==> config.mk <==
export PLATFORM = sky130hd
export DESIGN_NAME = anita3_buffer_manager
export DESIGN_NICKNAME = d
export VERILOG_FILES = /design/src/rtl/anita3_buffer_manager.sv
export SDC_FILE = /design/constraint.sdc
export NUM_CORES = 1
export LEC_CHECK = 0
export ABC_AREA = 0
export CAP_MARGIN = 40
export CORE_ASPECT_RATIO = 1.1
export CORE_MARGIN = 2
export CORE_UTILIZATION = 51
export CTS_CLUSTER_SIZE = 12
export DETAILED_ROUTE_END_ITERATION = 16
export PLACE_DENSITY = 0.8
export REMOVE_ABC_BUFFERS = 1
export SLEW_MARGIN = 30
export SYNTH_ARGS = -nofsm -noshare
export SYNTH_HDL_FRONTEND = slang
export SYNTH_SLANG_ARGS = --single-unit
==> constraint.sdc <==
create_clock -name clk125_i -period 2.4 [get_ports clk125_i]
set_input_delay 0.48 -clock clk125_i [delete_from_list [all_inputs] [get_ports clk125_i]]
set_output_delay 0.48 -clock clk125_i [all_outputs]
set_load 0.02 [all_outputs]
==> src/rtl/anita3_buffer_manager.sv <==
`timescale 1ns / 1ps
// ANITA-3 digitizer hold-buffer allocator.
// Assigns buffers to triggers, drives the digitize strobe and keeps housekeeping counters.
module anita3_buffer_manager #(
    parameter int DIGITIZE_CYCLES = 8,
    parameter int GAP_CYCLES      = 4,
    parameter int COUNT_WIDTH     = 16
) (
    input  logic                   clk125_i,
    input  logic                   rst_i,
    input  logic                   trig_i,
    input  logic [3:0]             trig_source_i,
    input  logic                   clear_i,
    input  logic [1:0]             clear_buffer_i,
    input  logic                   clear_all_i,
    input  logic                   count_reset_i,
    output logic                   digitize_o,
    output logic [1:0]             digitize_buffer_o,
    output logic [3:0]             digitize_source_o,
    output logic [3:0]             buffer_status_o,
    output logic                   busy_o,
    output logic                   full_o,
    output logic [COUNT_WIDTH-1:0] dead_count_o,
    output logic [COUNT_WIDTH-1:0] drop_count_o
);

    localparam int MAX_CYCLES = (DIGITIZE_CYCLES > GAP_CYCLES) ?
                                DIGITIZE_CYCLES : GAP_CYCLES;
    localparam int TW = $clog2(MAX_CYCLES);

    typedef enum logic [1:0] {
        IDLE,
        DIGITIZE,
        GAP
    } state_t;

    state_t         state;
    logic [TW-1:0]  timer;
    logic [3:0]     held;
    logic [1:0]     next_ptr;
    logic [1:0]     sel;
    logic [1:0]     cand;
    logic           found;
    logic           accept;
    logic           drop;
    logic [3:0]     clr_mask;
    logic [3:0]     set_mask;

    assign full_o          = &held;
    assign busy_o          = (state != IDLE);
    assign buffer_status_o = held;

    // A trigger is taken only from IDLE with a free buffer and no abort pending.
    assign accept = (state == IDLE) && trig_i && !full_o && !clear_all_i;
    assign drop   = trig_i && !accept;

    assign clr_mask = clear_i ? (4'b0001 << clear_buffer_i) : 4'b0000;
    assign set_mask = accept ? (4'b0001 << sel) : 4'b0000;

    // Round-robin search for the first free buffer starting at next_ptr.
    always_comb begin
        sel   = next_ptr;
        cand  = next_ptr;
        found = 1'b0;
        for (int i = 0; i < 4; i++) begin
            cand = next_ptr + 2'(i);
            if (!found && !held[cand]) begin
                sel   = cand;
                found = 1'b1;
            end
        end
    end

    // Strobe sequencer: fixed-width digitize pulse followed by a fixed gap.
    always_ff @(posedge clk125_i or posedge rst_i) begin
        if (rst_i) begin
            state             <= IDLE;
            timer             <= '0;
            digitize_o        <= 1'b0;
            digitize_buffer_o <= 2'd0;
            digitize_source_o <= 4'd0;
        end else if (clear_all_i) begin
            state      <= IDLE;
            timer      <= '0;
            digitize_o <= 1'b0;
        end else begin
            unique case (state)
                IDLE: begin
                    timer <= '0;
                    if (accept) begin
                        state             <= DIGITIZE;
                        digitize_o        <= 1'b1;
                        digitize_buffer_o <= sel;
                        digitize_source_o <= trig_source_i;
                    end
                end
                DIGITIZE: begin
                    if (timer == TW'(DIGITIZE_CYCLES - 1)) begin
                        state      <= GAP;
                        timer      <= '0;
                        digitize_o <= 1'b0;
                    end else begin
                        timer <= timer + 1'b1;
                    end
                end
                GAP: begin
                    if (timer == TW'(GAP_CYCLES - 1)) begin
                        state <= IDLE;
                        timer <= '0;
                    end else begin
                        timer <= timer + 1'b1;
                    end
                end
                default: begin
                    state      <= IDLE;
                    timer      <= '0;
                    digitize_o <= 1'b0;
                end
            endcase
        end
    end

    // Hold map: releases apply before the new allocation so both land together.
    always_ff @(posedge clk125_i or posedge rst_i) begin
        if (rst_i) begin
            held     <= 4'b0000;
            next_ptr <= 2'd0;
        end else if (clear_all_i) begin
            held     <= 4'b0000;
            next_ptr <= 2'd0;
        end else begin
            held <= (held & ~clr_mask) | set_mask;
            if (accept) begin
                next_ptr <= sel + 2'd1;
            end
        end
    end

    // Saturating deadtime and dropped-trigger counters.
    always_ff @(posedge clk125_i or posedge rst_i) begin
        if (rst_i) begin
            dead_count_o <= '0;
            drop_count_o <= '0;
        end else if (count_reset_i) begin
            dead_count_o <= '0;
            drop_count_o <= '0;
        end else begin
            if (full_o && (dead_count_o != '1)) begin
                dead_count_o <= dead_count_o + 1'b1;
            end
            if (drop && (drop_count_o != '1)) begin
                drop_count_o <= drop_count_o + 1'b1;
            end
        end
    end

endmodule
==> results of run 1 <==
==> registers in the layout, indices dropped and copies added, names as in the netlist <==
signal / count
state: 2
digitize_o: 1
buffer_status_o: 4
timer: 3
dead_count_o: 16
next_ptr: 2
digitize_buffer_o: 2
drop_count_o: 16
digitize_source_o: 4
==> where the power goes <==
part / switching (mW) / internal (mW)
Combinational: 0.410 / 0.352
Sequential: 0.101 / 0.946
Clock: 0.279 / 0.232
==> metrics by stage <==
| stage | util (%) | area [um^2] | setup WS, ns | std cells | hold WS [ns] |
|---|---|---|---|---|---|
| floorplan | - | 2670 | 0.297 | 276 | 0.416 |
| global placement | 66.7 | 3380 | 0.108 | 400 | 0.432 |
| detailed placement | 66.7 | 3380 | 0.0434 | 400 | 0.444 |
| CTS | 68.6 | 3480 | 0.0916 | 408 | 0.456 |
| global route | 68.6 | 3480 | 0.00719 | 408 | 0.476 |
| finish | 68.6 | 3480 | 0.108 | 408 | 0.452 |
==> path summary, 6_finish.rpt <==
path / to / slack, ns / cells after the start
setup / recovery: full_o / 0.11 / 3
hold / removal: timer[0]$_DFF_PP0_ / 0.45 / 1
setup reg to reg: drop_count_o[13]$_DFFE_PP0P_ / 0.19 / 6
hold reg to reg: timer[0]$_DFF_PP0_ / 0.45 / 1
max in group asynchronous: drop_count_o[0]$_DFFE_PP0P_ / 1.33 / 3
min in group asynchronous: dead_count_o[5]$_DFFE_PP0P_ / 0.49 / 2
==> critical path, cell delays in order, from the launching register on <==
cell             delay, ns
dfrtp_1               0.51
nand4_4               0.23
clkinv_4              0.15
clkdlybuf4s50_1       0.61
==> logic make-up (layout without fill, tap and decap cells) <==
logic type	after synthesis	after routing	share of synthesized area, %
simple gates	112	112	22.4
mux	6	6	2.41
xor+xnor	21	21	6.81
fa+ha+maj	10	10	4.63
buf+inv	26	92	3.80
compound gates	59	59	13.7
flops	50	50	46.3
==> cell type report <==
class / count / area [um^2] / area share, %
clock buffer: 6 / 82.6 / 2.38
clock inverter: 2 / 12.5 / 0.360
inverter: 18 / 72.6 / 2.09
timing repair buffer: 66 / 636 / 18.3
sequential: 50 / 1250 / 36.0
multi-input combinational: 208 / 1350 / 38.8
tap: 58 / 72.6 / 2.09
==> cells in the final DEF (no fill, tap or decap), types with 6 or more instances in the layout <==
cell             count
nand2_1             16
dfrtp_1             50
nor4_1               6
or3_1                9
inv_1               16
clkbuf_8             6
o21ai_0             15
ha_1                10
nand4_1              7
nor2_1              30
a211oi_1            10
a21oi_1             22
clkdlybuf4s50_1     56
buf_4               10
xnor2_1             21
nand3_1             15
==> layer usage <==
layer  up-vias  wire length [um]
met4         0                58
met3         6               230
li1       1138                 -
met2        54              2970
met5         -                 0
met1      1150              2540
==> summary.txt, run 1 <==
postcts setup bufs: 0
CTS Sinks: 50
Static Leak: 1.37 nW
most frequent cell after synthesis: dfrtp_1
dpl hpwl: 4280 um
grt met3 use: 4.14%
Rows: 27
synthesized area per cell: 9.52 um^2
post-synth top area share: 46.3%
Slew @ Worst Pin: 0.553 ns
largest fanout on the critical path: 9
GRT busiest layer: met2
share of layout cells above drive strength 1: 8.86%
RSZ-0062 raised after global routing: no
post_cts resized: 0
die width: 73.4 um
worst hold-check path type: reg2reg
first-pass iteration count of the detailed router: 4
Tmin final: 2.29 ns
fraction of registers with async set/reset: 100%
clock buffer depth: 2
drc violations: 0
Layout Skew: 0.0104 ns
critical path class: reg2out
final setup fails: 0
Routed Wire Length: 5800 um
total track usage: 21.1%
sequential element share of the synthesized area: 46.3%
Starting Density: 53.3%
ant diodes: 0
largest net degree at the start of global routing: 33
setup_tns: 0 ns
power per standard cell area: 667 nW/um^2
hold_buf cts: 0
H-tree levels: 2
Initial DRC Count: 110
Top Ports: 57
final period utilization: 95.5%
Yosys top cell by area: dfrtp_1
CTS buffer count: 5
Synth area leaders: dfrtp_1 46%, xnor2_1 6.8%, ha_1 4.6%, nor2_1 4.2%, a21oi_1 4.1%
vias in the first global route: 2308
Final #Nets: 371
Synth cell types: 44
Critical Path AT: 1.81 ns
post-route antenna net violation count: 0
predominant post-synthesis flop cell: dfrtp_1
CORE AREA: 5070 um^2
#FFs+latches synth: 50
overall power: 2.32 mW
endpoint class of the critical path: output pin
Max Fclk: 436 MHz
vias after detailed routing: 2348
clock root buffer: clkbuf_8
RD Place Congestion: 0.840
Crit path required time: 1.92 ns
full die area: 5900 um^2
number of synthesized flops with an enable pin: 0
grt met2 use: 37.9%
P&R area growth vs syn: 28.6%
synthesized cell area: 2700 um^2
max-cap violations: 0
Slew headroom: 63.0%
Slew Viols, Final: 0
Post-synth top cells: 50 x dfrtp_1, 30 x nor2_1, 22 x a21oi_1
Wirelength per Cell: 14.2 um
GR Overflow Total: 0
first-pass GRT wire length: 9940 um
outcome: finished, final reports clean
Syn Inst Count: 284
# fillers: 419
Via density: 5.75
YS warnings: 0
Die Height: 80.4 um
startpoint types: flop
Worst Setup SP: buffer_status_o[1]$_DFF_PP0_
grt met1 use: 25.3%
Worst-path clk slew: 0.09 ns
RR Startpoint: drop_count_o[0]$_DFFE_PP0P_
I/O Buffers: 56
VDD IR max: 0.545 mV
antenna violations before repair: 0
CTS tree: done
Clk Latency, worst-skew pair: 0.31 ns
hold path startpoint: timer[0]$_DFF_PP0_
Final Hold Viols: 0
Note: power is estimated with default switching activity, not from simulation.
==> run 2: changes to the inputs <==
--- a/config.mk
+++ b/config.mk
@@ -18,3 +18,4 @@
 export SYNTH_ARGS = -nofsm -noshare
 export SYNTH_HDL_FRONTEND = slang
 export SYNTH_SLANG_ARGS = --single-unit
+export TNS_END_PERCENT = 10
==> results of run 2 <==
No change in the layout: final DEF, timing and power equal those of run 1.
